===== config.mk =====
export PLATFORM = sky130hd
export DESIGN_NAME = hc595_frame_rx
export DESIGN_NICKNAME = d
export VERILOG_FILES = /design/src/rtl/hc595_frame_rx.sv
export SDC_FILE = /design/constraint.sdc
export NUM_CORES = 1
export LEC_CHECK = 0
export CORE_ASPECT_RATIO = 0.9
export CORE_MARGIN = 3
export CORE_UTILIZATION = 48
export DETAILED_ROUTE_END_ITERATION = 12
export PLACE_DENSITY = 0.76
export SKIP_LAST_GASP = 1
export SLEW_MARGIN = 10
export SYNTH_ARGS = -nofsm -noshare
export SYNTH_HDL_FRONTEND = slang
export SYNTH_SLANG_ARGS = --single-unit

===== constraint.sdc =====
create_clock -name clk -period 1.9 [get_ports clk]
set_clock_uncertainty 0.2 [all_clocks]
set_input_delay 0.19 -clock clk [delete_from_list [all_inputs] [get_ports clk]]
set_output_delay 0.19 -clock clk [all_outputs]
set_load 0.02 [all_outputs]

===== src/rtl/hc595_frame_rx.sv =====
// Receiver for the 74HC595 serial display link: oversamples the link pins, rebuilds the
// shift/storage registers, checks each latched frame and keeps a decoded 6-digit display image.
module hc595_frame_rx #(
    parameter int unsigned FRAME_BITS     = 14,
    parameter int unsigned SEG_ACTIVE_LOW = 1,
    parameter int unsigned SEL_ACTIVE_LOW = 1
) (
    input  logic        clk,
    input  logic        rst_n,
    input  logic        shcp_595,
    input  logic        stcp_595,
    input  logic        ds,
    input  logic        oe_595,
    output logic        frame_valid,
    output logic [7:0]  frame_seg,
    output logic [5:0]  frame_sel,
    output logic        frame_err,
    output logic [23:0] disp_code,
    output logic [5:0]  disp_dp,
    output logic        disp_on
);

    localparam int unsigned SEG_W  = 8;
    localparam int unsigned SEL_W  = 6;
    localparam int unsigned DIGITS = 6;
    localparam int unsigned CODE_W = 4;
    localparam int unsigned CNT_W  = 5;
    localparam int unsigned IMG_W  = DIGITS * CODE_W;

    // Clock pins carry a third stage for edge detection; ds/oe match the same sync depth.
    logic [2:0] shcp_q;
    logic [2:0] stcp_q;
    logic [1:0] ds_q;
    logic [1:0] oe_q;

    logic [FRAME_BITS-1:0] sr_q,          sr_d;
    logic [CNT_W-1:0]      bit_cnt_q,     bit_cnt_d;
    logic                  frame_valid_q, frame_valid_d;
    logic                  frame_err_q,   frame_err_d;
    logic [SEG_W-1:0]      frame_seg_q,   frame_seg_d;
    logic [SEL_W-1:0]      frame_sel_q,   frame_sel_d;
    logic [IMG_W-1:0]      disp_code_q,   disp_code_d;
    logic [DIGITS-1:0]     disp_dp_q,     disp_dp_d;
    logic                  disp_on_q,     disp_on_d;

    logic                  shcp_rise_c;
    logic                  stcp_rise_c;
    logic [SEG_W-1:0]      latch_seg_c;
    logic [SEL_W-1:0]      latch_sel_c;
    logic [SEG_W-1:0]      seg_norm_c;
    logic [SEL_W-1:0]      sel_norm_c;
    logic                  sel_onehot_c;
    logic                  frame_bad_c;
    logic [CODE_W-1:0]     seg_code_c;

    always_ff @(posedge clk or negedge rst_n) begin
        if (!rst_n) begin
            shcp_q <= '0;
            stcp_q <= '0;
            ds_q   <= '0;
            oe_q   <= '0;
        end else begin
            shcp_q <= {shcp_q[1:0], shcp_595};
            stcp_q <= {stcp_q[1:0], stcp_595};
            ds_q   <= {ds_q[0], ds};
            oe_q   <= {oe_q[0], oe_595};
        end
    end

    assign shcp_rise_c = shcp_q[1] & ~shcp_q[2];
    assign stcp_rise_c = stcp_q[1] & ~stcp_q[2];

    // Latch always sees the pre-shift register, as the real 595 does on coincident edges.
    assign latch_seg_c  = sr_q[FRAME_BITS-1 -: SEG_W];
    assign latch_sel_c  = sr_q[SEL_W-1:0];
    assign seg_norm_c   = (SEG_ACTIVE_LOW != 0) ? latch_seg_c : ~latch_seg_c;
    assign sel_norm_c   = (SEL_ACTIVE_LOW != 0) ? ~latch_sel_c : latch_sel_c;
    assign sel_onehot_c = (sel_norm_c != '0) && ((sel_norm_c & (sel_norm_c - SEL_W'(1))) == '0);
    assign frame_bad_c  = (bit_cnt_q != CNT_W'(FRAME_BITS)) || !sel_onehot_c;

    // Active-low 7-segment pattern to digit code; dp bit is not part of the match.
    always_comb begin
        seg_code_c = 4'd14;
        case (seg_norm_c[6:0])
            7'h40:   seg_code_c = 4'd0;
            7'h79:   seg_code_c = 4'd1;
            7'h24:   seg_code_c = 4'd2;
            7'h30:   seg_code_c = 4'd3;
            7'h19:   seg_code_c = 4'd4;
            7'h12:   seg_code_c = 4'd5;
            7'h02:   seg_code_c = 4'd6;
            7'h78:   seg_code_c = 4'd7;
            7'h00:   seg_code_c = 4'd8;
            7'h10:   seg_code_c = 4'd9;
            7'h3F:   seg_code_c = 4'd10;
            7'h7F:   seg_code_c = 4'd15;
            default: seg_code_c = 4'd14;
        endcase
    end

    always_comb begin
        sr_d          = sr_q;
        bit_cnt_d     = bit_cnt_q;
        frame_valid_d = 1'b0;
        frame_err_d   = 1'b0;
        frame_seg_d   = frame_seg_q;
        frame_sel_d   = frame_sel_q;
        disp_code_d   = disp_code_q;
        disp_dp_d     = disp_dp_q;
        disp_on_d     = ~oe_q[1];

        if (shcp_rise_c) begin
            sr_d = {sr_q[FRAME_BITS-2:0], ds_q[1]};
            if (bit_cnt_q != '1) begin
                bit_cnt_d = bit_cnt_q + CNT_W'(1);
            end
        end

        if (stcp_rise_c) begin
            frame_valid_d = 1'b1;
            frame_err_d   = frame_bad_c;
            frame_seg_d   = latch_seg_c;
            frame_sel_d   = latch_sel_c;
            bit_cnt_d     = shcp_rise_c ? CNT_W'(1) : CNT_W'(0);
            if (!frame_bad_c) begin
                for (int i = 0; i < DIGITS; i++) begin
                    if (sel_norm_c[i]) begin
                        disp_code_d[CODE_W*i +: CODE_W] = seg_code_c;
                        disp_dp_d[i]                    = ~seg_norm_c[7];
                    end
                end
            end
        end
    end

    always_ff @(posedge clk or negedge rst_n) begin
        if (!rst_n) begin
            sr_q          <= '0;
            bit_cnt_q     <= '0;
            frame_valid_q <= 1'b0;
            frame_err_q   <= 1'b0;
            frame_seg_q   <= '0;
            frame_sel_q   <= '0;
            disp_code_q   <= '1;
            disp_dp_q     <= '0;
            disp_on_q     <= 1'b0;
        end else begin
            sr_q          <= sr_d;
            bit_cnt_q     <= bit_cnt_d;
            frame_valid_q <= frame_valid_d;
            frame_err_q   <= frame_err_d;
            frame_seg_q   <= frame_seg_d;
            frame_sel_q   <= frame_sel_d;
            disp_code_q   <= disp_code_d;
            disp_dp_q     <= disp_dp_d;
            disp_on_q     <= disp_on_d;
        end
    end

    assign frame_valid = frame_valid_q;
    assign frame_err   = frame_err_q;
    assign frame_seg   = frame_seg_q;
    assign frame_sel   = frame_sel_q;
    assign disp_code   = disp_code_q;
    assign disp_dp     = disp_dp_q;
    assign disp_on     = disp_on_q;

endmodule


[Yosys cells after proc, flatten, opt, wreduce, memory -nomap -nowiden]
Index checks and enable logic that the tools add are counted.
Storage, ports and cells
  bits in registers: 76
  input port bits: 6
  output and inout port bits: 47
  logic and storage cells: 69
Cells by class
  add/subtract/negate cells: 2
  equality and inequality tests: 13
  multiplexer cells: 7
  bitwise logic cells: 9
  reduce and logical (&&, ||, !) cells: 15
Operator list (count)
  4-bit case mux with 12 select lines: 1
  7-bit == test (second input constant): 4
  7-bit by 5-bit == test with 1-bit output (second input constant): 3
  7-bit by 6-bit == test with 1-bit output (second input constant): 3
  3-bit AND reduction: 6
  5-bit two-way mux: 3
  7-bit by 2-bit == test with 1-bit output (second input constant): 1
  7-bit zero test: 1
  6-bit bitwise AND: 1
  6-bit zero test: 1
  6-bit NOT: 1
  6-bit nonzero test: 1
  6-bit by 1-bit subtractor with 6-bit output (second input constant): 1
  5-bit by 1-bit adder with 5-bit output (second input constant): 1
  5-bit by 4-bit inequality test with 1-bit output (second input constant): 1
  5-bit inequality test (second input constant): 1
  1-bit NOT: 5
  2-bit nonzero test: 2
  1-bit two-way mux: 3
  1-bit bitwise AND: 2
  2-bit AND reduction: 1
  1-bit logical AND: 1
  1-bit zero test: 1
  1-bit logical OR: 1

[Depth between registers and ports, before layout]
Gate-level depths: netlist of run 1.
  word-level depth: 9
  gate-level depth with buffers: 8

[Least setup slack after synthesis of run 1]
Ideal clock, no wire load.
  kind: register to register
  from: reg bit_cnt_q[0]
  to: reg disp_code_q[4], in the netlist disp_code[4]
  arrival time: 1.654 ns
  data required time: 1.618 ns
  path slack: -0.037 ns
  stages on the path, launching flop included: 8
  path buffers: 0
  path through: dfrtp_1 inv_1 ha_1 nand4b_1 a21oi_1 nand3_1 nor2_1 mux2_2
Between the ends
  cells in the longest elaborated chain, start to end: 4
Ends and longest elaborated chain
  from (decl): RTL line 37  | logic [CNT_W-1:0] bit_cnt_q, bit_cnt_d;
  from (signal assigned): RTL line 149  | bit_cnt_q <= bit_cnt_d;
  5-bit by 4-bit inequality test with 1-bit output: RTL line 79  | assign frame_bad_c = (bit_cnt_q != CNT_W'(FRAME_BITS)) || !sel_onehot_c;
  1-bit logical OR: RTL line 79
  1-bit NOT (no line)
  3-bit AND reduction (no line)
  to (signal assigned): RTL line 154  | disp_code_q <= disp_code_d;
  to (decl): RTL line 42  | logic [IMG_W-1:0] disp_code_q, disp_code_d;
Every way passes these cells.
A chain may end at the register's enable or synchronous reset.

[Final worst setup path of run 1]
  from: reg bit_cnt_q[0]
  to: reg disp_code_q[9], in the netlist disp_code[9]
Same word-level chain as after synthesis.

==> results.sh, run 1 <==
export IMPL_critical_path_startpoint_type="flop"
export IMPL_synth_seq_cells=76
export IMPL_hold_violations=0
export IMPL_clock_latency_ns=0.35
export IMPL_yosys_warnings=0
export IMPL_yosys_area_top_type_share=0.405
export IMPL_drtAntennaViolNets=0
export IMPL_rsz0062_at_grt="true"
export IMPL_hold_end="shcp_q[0]$_DFF_PN0_"
export IMPL_async_reset_ff_frac=1.00
export IMPL_num_fill_cells=392
export IMPL_ys_top_cells_by_area="dfrtp_1 41%, dfstp_2 20%, mux2_2 13%, nand2_1 6.1%, mux2i_1 1.9%"
export IMPL_num_vias=2462
export IMPL_fin_crit_sh=1.09
export IMPL_first_global_vias=2641
export IMPL_r2r_slack_ns=-0.17
export IMPL_cts_made_buffers=9
export IMPL_core_area_sq_mm=0.00628
export IMPL_path_clk_slew_ns=0.09
export IMPL_p_per_area_mw_per_mm2=1190
export IMPL_synth_distinct_cells=42
export IMPL_multi_input_area_sq_mm=0.00136
export IMPL_routabilityCongestion=0.842
export IMPL_regArea_sq_mm=0.00193
export IMPL_p_leak_nw=2.51
export IMPL_drv_slew=0
export IMPL_syn_avg_cell_area_sq_um=11.8
export IMPL_synth_edff_count=0
export IMPL_dr_pass1_iters=4
export IMPL_num_rows=27
export IMPL_setup_slack_ns=-0.167
export IMPL_wl_per_cell_um=16.7
export IMPL_tightest_slew_ns=0.434
export IMPL_r2r_end="disp_code[9]$_DFFE_PN1P_"
export IMPL_status="finished, violations left"
export IMPL_cp_end_kind="flop"
export IMPL_grt_max_degree=77
export IMPL_setup_viol=32
export IMPL_grt_first_pass_wirelength_um=12800
export IMPL_clk_root_buffer_cell="clkbuf_8"
export IMPL_cp_startpoint="bit_cnt_q[0]$_DFFE_PN0P_"
export IMPL_synth_flop_cell="dfrtp_1"
export IMPL_max_freq_mhz=484
export IMPL_cp_data_arrival_time_ns=2.14
export IMPL_synth_area_sq_mm=0.00321
export IMPL_numPortBuffers=52
export IMPL_min_period_ns=2.07
export IMPL_cts_tree="done"
export IMPL_crit_type="flop to flop"
export IMPL_track_usage=0.211
export IMPL_hold_depth=1
export IMPL_peakVddDrop_mv=0.727
export IMPL_drive_above_1_share=0.424
export IMPL_clock_path_buffers=2
export IMPL_violations="setup timing"
export IMPL_n_antenna_cell=0
export IMPL_synth_top_area_cell="dfrtp_1"
export IMPL_min_from="shcp_595"
export IMPL_routed_wl_um=7850
export IMPL_h_tree_depth=3
export IMPL_postSynthCellCount=272
export IMPL_routed_via_density=5.25
export IMPL_required_ns=1.97
export IMPL_reg2reg_depth=8
export IMPL_numClockSinks=76
export IMPL_design_power_total_mw=5.66
export IMPL_path_max_fanout=5
export IMPL_slew_headroom=0.709
export IMPL_pin_count=53
export IMPL_synth_seq_area_share=0.602
export IMPL_antenna_found_initial=0
export IMPL_max_cap_violations=0
export IMPL_die_w_um=92.2
export IMPL_yosys_top_cells_count="52 x dfrtp_1, 52 x nand2_1, 38 x mux2_2, 24 x dfstp_2, 13 x nor2_1"
export IMPL_hp_class="input port to flop"
export IMPL_finish_utilization=0.756
export IMPL_synth_fp_nets=281
export IMPL_drt_initial_drc_count=158
export IMPL_drc=0
export IMPL_die_h_um=83.6
export IMPL_post_dp_hpwl_um=4520
export IMPL_die_area_sq_mm=0.00770
export IMPL_overflow=0
export IMPL_nets=386
export IMPL_start_util=0.511
export IMPL_area_growth_pct=48.0
export IMPL_reg2reg_from="bit_cnt_q[0]$_DFFE_PN0P_"
state kept, by name, summed over array words and instances, names as in the netlist:
name	count
frame_seg	8
oe_q	2
disp_dp	6
frame_err	1
disp_on	1
sr_q	14
frame_valid	1
ds_q	2
frame_sel	6
shcp_q	3
disp_code	24
bit_cnt_q	5
stcp_q	3
layout by cell type, fill, tap and decap left out, types with 4 or more instances in the layout:
cell              n
a21oi_1           4
buf_4            46
buf_6             9
bufinv_16         4
clkbuf_8          9
clkdlybuf4s50_1  27
dfrtp_1          50
dfstp_2          24
dlymetal6s2s_1   23
inv_1             8
mux2_2           22
mux2_4           16
mux2i_1           6
nand2_1          52
nand3_1           5
nand4_1           5
nor2_1            7
nor2_4            4
worst max-delay path, cell delays in order (launching register included):
cell and delay [ns]:
dfrtp_1 0.40, inv_2 0.08, ha_4 0.12, nand4b_1 0.17
a21oi_2 0.24, nand3_4 0.16, nor2_2 0.16, buf_6 0.14
mux2_4 0.30
report_power, final:
| group | internal, mW | switching [mW] | leakage, nW |
|---|---|---|---|
| registers | 1.87 | 0.244 | 0.900 |
| clock network | 1.01 | 0.621 | 0.130 |
| logic | 0.938 | 0.975 | 1.48 |
metrics by stage:
step                      setup TNS (ns)  worst slack [ns]  instance area [sq um]  cells  hold WS, ns
after CTS                          -2.34            -0.134                   4640    468       0.0688
after global routing               -6.40            -0.234                   4750    469       0.0535
after floorplan                   -0.439           -0.0366                   3210    272       -0.306
after detailed placement           -4.23            -0.217                   4090    437       0.0543
after global placement             -3.59            -0.201                   4090    437       0.0514
final                              -3.99            -0.167                   4750    469       0.0791
area by class of cell:
type                       instances  area share
sequential                        76       0.407
multi-input combinational        172       0.285
timing repair buffer             109       0.221
clock inverter                     7      0.0306
clock buffer                       9      0.0261
tap                               87      0.0229
inverter                           9     0.00711
worst max path at each step:
| stage | to | slack [ns] | depth (start not counted) |
|---|---|---|---|
| after global placement | disp_code[6]$_DFFE_PN1P_ | -0.20 | 8 |
| after floorplan | disp_code[4]$_DFFE_PN1P_ | -0.04 | 7 |
| after CTS | disp_code[5]$_DFFE_PN1P_ | -0.13 | 8 |
| final | disp_code[9]$_DFFE_PN1P_ | -0.17 | 8 |
| after global routing | disp_code[13]$_DFFE_PN1P_ | -0.23 | 7 |
| after detailed placement | disp_code[6]$_DFFE_PN1P_ | -0.22 | 8 |
kinds of logic after synthesis:
| family | Yosys count | synth area share |
|---|---|---|
| and+or+nand+nor | 99 | 0.145 |
| adders and majority gates | 3 | 0.0117 |
| AOI/OAI and AO/OA | 23 | 0.0491 |
| muxes | 44 | 0.152 |
| buffers and inverters | 24 | 0.0320 |
| DFF | 76 | 0.602 |
| xor gates and xnor gates | 3 | 0.00819 |
repair_timing:
item                                   4_1_cts  5_1_grt
hold buffers                                 1        0
gates cloned                                 0        0
pin swaps                                    9        6
gates resized for setup                     50       34
setup endpoints to repair                   35       58
buffers inserted                            14        2
endpoints found under the hold margin       76        0
layer usage:
layer  GRT usage  up-vias  routed length [um]
met1       0.271     1250                3380
met3      0.0604       14                 302
met2       0.341       63                4050
met5           0        -                   0
li1            -     1135                   -
met4      0.0742        0                 121
Power figures use the tool's default switching activity.
==> run 2, diff against run 1 <==
clock period = 1.8 ns   (was 1.9 ns; I/O delays follow)
==> run 2 against run 1 <==
- clock-buffer cell count is 2 higher
- worst hold slack worse by 0.0014 ns
- critical path depth stayed put
- sequential share of layout area is 1.5 points higher
- largest cell class unchanged
- the run still ends with setup timing left
- wire length is 12% lower
- register-to-register slack worse by 0.11 ns
==> results.sh, run 2 (synthesis results as in run 1) <==
export IMPL_status="finished, violations left"
export IMPL_violations="setup timing"
export IMPL_numClockSinks=76
export IMPL_path_max_fanout=5
export IMPL_hold_violations=0
export IMPL_grt_max_degree=77
export IMPL_routabilityCongestion=0.889
export IMPL_wl_met1_um=3020
export IMPL_design_power_total_mw=5.41
export IMPL_r2r_end="disp_code[13]$_DFFE_PN1P_"
export IMPL_fin_crit_sh=1.15
export IMPL_overflow=0
export IMPL_max_cap_violations=0
export IMPL_critical_path_startpoint_type="flop"
export IMPL_hold_depth=1
export IMPL_core_area_sq_mm=0.00628
export IMPL_first_global_vias=2412
export IMPL_n_antenna_cell=0
export IMPL_finalInstanceArea_sq_mm=0.00457
export IMPL_die_area_sq_mm=0.00770
export IMPL_critical_path_buf_inv_count=2
export IMPL_setup_slack_ns=-0.275
export IMPL_post_place_ws_ns=-0.212
export IMPL_area_growth_pct=42.5
export IMPL_drv_slew=0
export IMPL_r2r_slack_ns=-0.28
export IMPL_largest_reg_flops=24
export IMPL_post_dp_hpwl_um=4600
export IMPL_clk_root_buffer_cell="clkbuf_8"
export IMPL_p_per_area_mw_per_mm2=1180
export IMPL_max_freq_mhz=482
export IMPL_clock_latency_ns=0.34
export IMPL_hold_end="oe_q[0]$_DFF_PN0_"
export IMPL_crit_type="flop to flop"
export IMPL_min_from="oe_595"
export IMPL_drtAntennaViolNets=0
export IMPL_wl_per_cell_um=14.8
export IMPL_drive_above_1_share=0.422
export IMPL_routed_wl_um=6890
export IMPL_track_usage=0.190
export IMPL_wl_met3_um=225
export IMPL_rsz0062_at_grt="true"
export IMPL_die_h_um=83.6
export IMPL_place_area_sq_mm=0.00415
export IMPL_tightest_slew_ns=0.393
export IMPL_h_tree_depth=3
export IMPL_num_rows=27
export IMPL_numPortBuffers=52
export IMPL_peakVddDrop_mv=0.937
export IMPL_cp_end_kind="flop"
export IMPL_crit_family="simple AND/OR/NAND/NOR gates"
export IMPL_nets=381
export IMPL_reg2reg_from="bit_cnt_q[0]$_DFFE_PN0P_"
export IMPL_slew_headroom=0.738
export IMPL_finish_utilization=0.728
export IMPL_cts_made_buffers=9
export IMPL_hp_class="input port to flop"
export IMPL_route_met2_wl_um=3540
export IMPL_top_layer="met4"
export IMPL_required_ns=1.87
export IMPL_drt_initial_drc_count=101
export IMPL_setup_viol=32
export IMPL_drc=0
export IMPL_layout_common_cells="51 x nand2_1, 51 x dfrtp_1, 44 x buf_4"
export IMPL_num_vias=2343
export IMPL_dr_pass1_iters=4
export IMPL_grt_first_pass_wirelength_um=11600
export IMPL_p_leak_nw=2.15
export IMPL_cpPeakStageDelay_ns=0.40
export IMPL_clock_path_buffers=2
export IMPL_reg2reg_depth=8
export IMPL_antenna_found_initial=0
export IMPL_cp_cell_sequence="inv_2 -> ha_4 -> nand4b_1 -> a21oi_2 -> nand3_4 -> nor2_4 -> buf_4 -> mux2_4"
export IMPL_path_clk_slew_ns=0.08
export IMPL_critical_path_slowest_cell="dfrtp_1"
export IMPL_fin_setup_tns_ns=-4.98
export IMPL_die_w_um=92.2
export IMPL_routed_via_density=5.05
export IMPL_start_util=0.511
export IMPL_cp_data_arrival_time_ns=2.14
export IMPL_pin_count=53
export IMPL_min_period_ns=2.08
export IMPL_cts_tree="done"
## run 2: cell type report
type,count,area [sq um]
well taps,87,109
multi-input cells,172,1390
repair buffers,104,913
clock inverters,5,32.5
fillers,446,1710
clock buffers,11,163
inverters,9,33.8
flip-flops and latches,76,1930
## run 2: worst max-delay path by stage
stage	startpoint	endpoint	cells past startpoint
CTS	bit_cnt_q[0]$_DFFE_PN0P_	disp_code[5]$_DFFE_PN1P_	7
global route	bit_cnt_q[0]$_DFFE_PN0P_	disp_code[13]$_DFFE_PN1P_	8
floorplan	bit_cnt_q[0]$_DFFE_PN0P_	disp_code[0]$_DFFE_PN1P_	7
detailed placement	sr_q[7]$_DFFE_PN0P_	disp_code[21]$_DFFE_PN1P_	6
finish	bit_cnt_q[0]$_DFFE_PN0P_	disp_code[13]$_DFFE_PN1P_	8
global placement	sr_q[12]$_DFFE_PN0P_	disp_code[1]$_DFFE_PN1P_	6
## run 2: routing by layer
metal | up-vias | GRT usage
li1 | 1130 | -
met1 | 1152 | 0.244
met2 | 50 | 0.324
met3 | 11 | 0.0406
met4 | 0 | 0.0594
met5 | - | 0
## run 2: per-stage QoR
| stage | hold slack [ns] | instances |
|---|---|---|
| 3_3_place_gp | 0.0383 | 436 |
| 5_1_grt | 0.0654 | 464 |
| 6_report | 0.0777 | 464 |
| 4_1_cts | 0.0641 | 460 |
| 3_5_place_dp | 0.0396 | 436 |
| 2_1_floorplan | -0.316 | 272 |
## run 2: what timing repair did
item / in CTS / in global routing
hold buffers: 1 / 0
pin swaps: 13 / 9
resized for setup: 58 / 11
buffers inserted: 7 / 4
gates cloned: 0 / 0
setup endpoints to repair: 59 / 35
hold endpoints to repair: 76 / 0
## run 2: power by group
part | internal, mW | leakage, nW | switching [mW]
clock network | 0.622 | 0.105 | 0.604
registers | 1.98 | 0.902 | 0.264
logic | 0.960 | 1.15 | 0.980
total | 3.56 | 2.15 | 1.85
## run 2: worst register-to-register path, delay by kind of cell, from the launching register on
kind,cells,cell delay (ns)
AOI/OAI and AO/OA,1,0.23
adders and majority gates,1,0.12
buffers and inverters,2,0.24
DFF,1,0.40
muxes,1,0.28
and+or+nand+nor,3,0.54
==> run 3, diff against run 2 <==
CORE_MARGIN = 2   (was 3)
CORE_UTILIZATION = 50   (was 48)
GPL_TIMING_DRIVEN = 0   (was default)
clock period = 2.1 ns   (was 1.8 ns; I/O delays follow)
==> run 3 against run 2 <==
- the flow now finishes without violations
- wire length fell by 6.0%
- first-iteration DRC count shrank 3.0%
- sequential share of layout area up 3.9 points
- via count shrank 4.4%
- total power decreased by 23%
- clock-buffer cell count is 2 higher
- sequential power fell by 14%
- worst setup slack better by 0.29 ns
- flip-flop and latch count unchanged
- largest cell class unchanged
==> results.sh, run 3 (synthesis results as in run 1) <==
export IMPL_die_h_um=80.0
export IMPL_hp_class="input port to asynchronous set/reset pin"
export IMPL_pin_count=53
export IMPL_tightest_slew_ns=0.517
export IMPL_max_freq_mhz=481
export IMPL_cp_data_arrival_time_ns=2.14
export IMPL_status="finished, final reports clean"
export IMPL_cp_cell_sequence="inv_2 -> ha_4 -> nand4b_1 -> a21oi_2 -> nand3_4 -> nor2_4 -> mux2_2"
export IMPL_critical_path_startpoint_type="flop"
export IMPL_core_area_sq_mm=0.00615
export IMPL_finalInstanceArea_sq_mm=0.00418
export IMPL_overflow=0
export IMPL_drtAntennaViolNets=0
export IMPL_grt_first_pass_wirelength_um=10700
export IMPL_drv_slew=0
export IMPL_design_power_total_mw=4.19
export IMPL_wl_per_cell_um=15.0
export IMPL_numClockSinks=76
export IMPL_routed_via_density=5.19
export IMPL_setup_viol=0
export IMPL_routed_wl_um=6480
export IMPL_routabilityCongestion=0.863
export IMPL_drc=0
export IMPL_p_per_area_mw_per_mm2=1000
export IMPL_path_max_fanout=5
export IMPL_required_ns=2.16
export IMPL_critical_path_slowest_cell="dfrtp_1"
export IMPL_nets=349
export IMPL_place_inst=412
export IMPL_r2r_end="disp_code[2]$_DFFE_PN1P_"
export IMPL_instances_no_fill=432
export IMPL_rsz0062_at_grt="true"
export IMPL_start_util=0.522
export IMPL_track_usage=0.199
export IMPL_place_area_sq_mm=0.00386
export IMPL_dr_pass1_iters=4
export IMPL_numPortBuffers=52
export IMPL_area_growth_pct=30.4
export IMPL_num_rows=27
export IMPL_layout_common_cells="52 x nand2_1, 52 x dfrtp_1, 51 x clkdlybuf4s50_1"
export IMPL_die_w_um=88.5
export IMPL_critical_path_buf_inv_count=1
export IMPL_grt_max_degree=54
export IMPL_max_cap_violations=0
export IMPL_peakVddDrop_mv=0.595
export IMPL_first_global_vias=2275
export IMPL_num_vias=2241
export IMPL_r2r_slack_ns=0.02
export IMPL_drive_above_1_share=0.310
export IMPL_largest_reg_flops=24
export IMPL_cp_end_kind="flop"
export IMPL_post_dp_hpwl_um=4400
export IMPL_path_clk_slew_ns=0.08
export IMPL_slew_headroom=0.655
export IMPL_clock_path_buffers=2
export IMPL_clock_latency_ns=0.33
export IMPL_fin_crit_sh=0.991
export IMPL_crit_type="flop to flop"
export IMPL_crit_family="simple AND/OR/NAND/NOR gates"
export IMPL_reg2reg_from="bit_cnt_q[0]$_DFFE_PN0P_"
export IMPL_reg2reg_depth=7
export IMPL_h_tree_depth=3
export IMPL_drt_initial_drc_count=98
export IMPL_cts_tree="done"
export IMPL_antenna_found_initial=0
export IMPL_min_period_ns=2.08
export IMPL_p_leak_nw=1.81
export IMPL_cts_made_buffers=9
export IMPL_cpPeakStageDelay_ns=0.43
export IMPL_clk_root_buffer_cell="clkbuf_8"
export IMPL_die_area_sq_mm=0.00708
export IMPL_hold_violations=0
export IMPL_n_antenna_cell=0
[run 3: worst max path at each step]
stage / cells after the start / startpoint / endpoint
CTS: 8 / bit_cnt_q[0]$_DFFE_PN0P_ / disp_code[16]$_DFFE_PN1P_
finish: 7 / bit_cnt_q[0]$_DFFE_PN0P_ / disp_code[2]$_DFFE_PN1P_
global route: 7 / bit_cnt_q[0]$_DFFE_PN0P_ / disp_code[3]$_DFFE_PN1P_
floorplan: 7 / bit_cnt_q[0]$_DFFE_PN0P_ / disp_code[0]$_DFFE_PN1P_
global placement: 1 / rst_n / frame_valid$_DFF_PN0_
detailed placement: 7 / bit_cnt_q[0]$_DFFE_PN0P_ / disp_code[2]$_DFFE_PN1P_
[run 3: power by group]
part | internal (mW) | switching [mW] | total (mW)
combinational | 0.544 | 0.728 | 1.27
sequential | 1.69 | 0.226 | 1.92
clock | 0.495 | 0.503 | 0.998
total | 2.73 | 1.46 | 4.19
[run 3: final cells by class]
| cell class | count | area, sq um |
|---|---|---|
| buffer | 13 | 61.3 |
| clock buffer | 13 | 159 |
| clock inverter | 3 | 21.3 |
| fill | 493 | 1960 |
| inverter | 9 | 33.8 |
| multi-input combinational | 172 | 1270 |
| sequential | 76 | 1930 |
| tap | 87 | 109 |
| timing repair buffer | 59 | 597 |
[run 3: repair_timing]
item,4_1_cts,5_1_grt
setup endpoints to repair,27,30
endpoints found under the hold margin,69,0
pin swaps,3,4
buffers inserted,2,3
hold buffers,1,0
gates resized for setup,13,14
gates cloned,0,0
[run 3: metal layers]
layer	up-vias	track usage	share of wire
li1	1057	-	-
met3	6	0.0517	0.042
met2	51	0.323	0.51
met5	-	0	0
met4	0	0.0682	0.0074
met1	1127	0.260	0.44
[run 3: worst register-to-register path, stage by stage, from the launching register on]
cell	delay [ns]
dfrtp_1	0.43
inv_2	0.10
ha_4	0.12
nand4b_1	0.17
a21oi_2	0.23
nand3_4	0.17
nor2_4	0.23
mux2_2	0.37
[run 3: metrics by stage]
stage	setup TNS (ns)	hold slack, ns	worst slack [ns]	util
4_1_cts	-0.0464	0.103	-0.0126	0.669
6_report	0	0.117	0.0195	0.681
5_1_grt	-0.947	0.0939	-0.0619	0.681
3_5_place_dp	-3.13	-0.0640	-0.264	0.628
2_1_floorplan	0	-0.286	0.163	-
3_3_place_gp	-124.27	0.131	-1.89	0.624
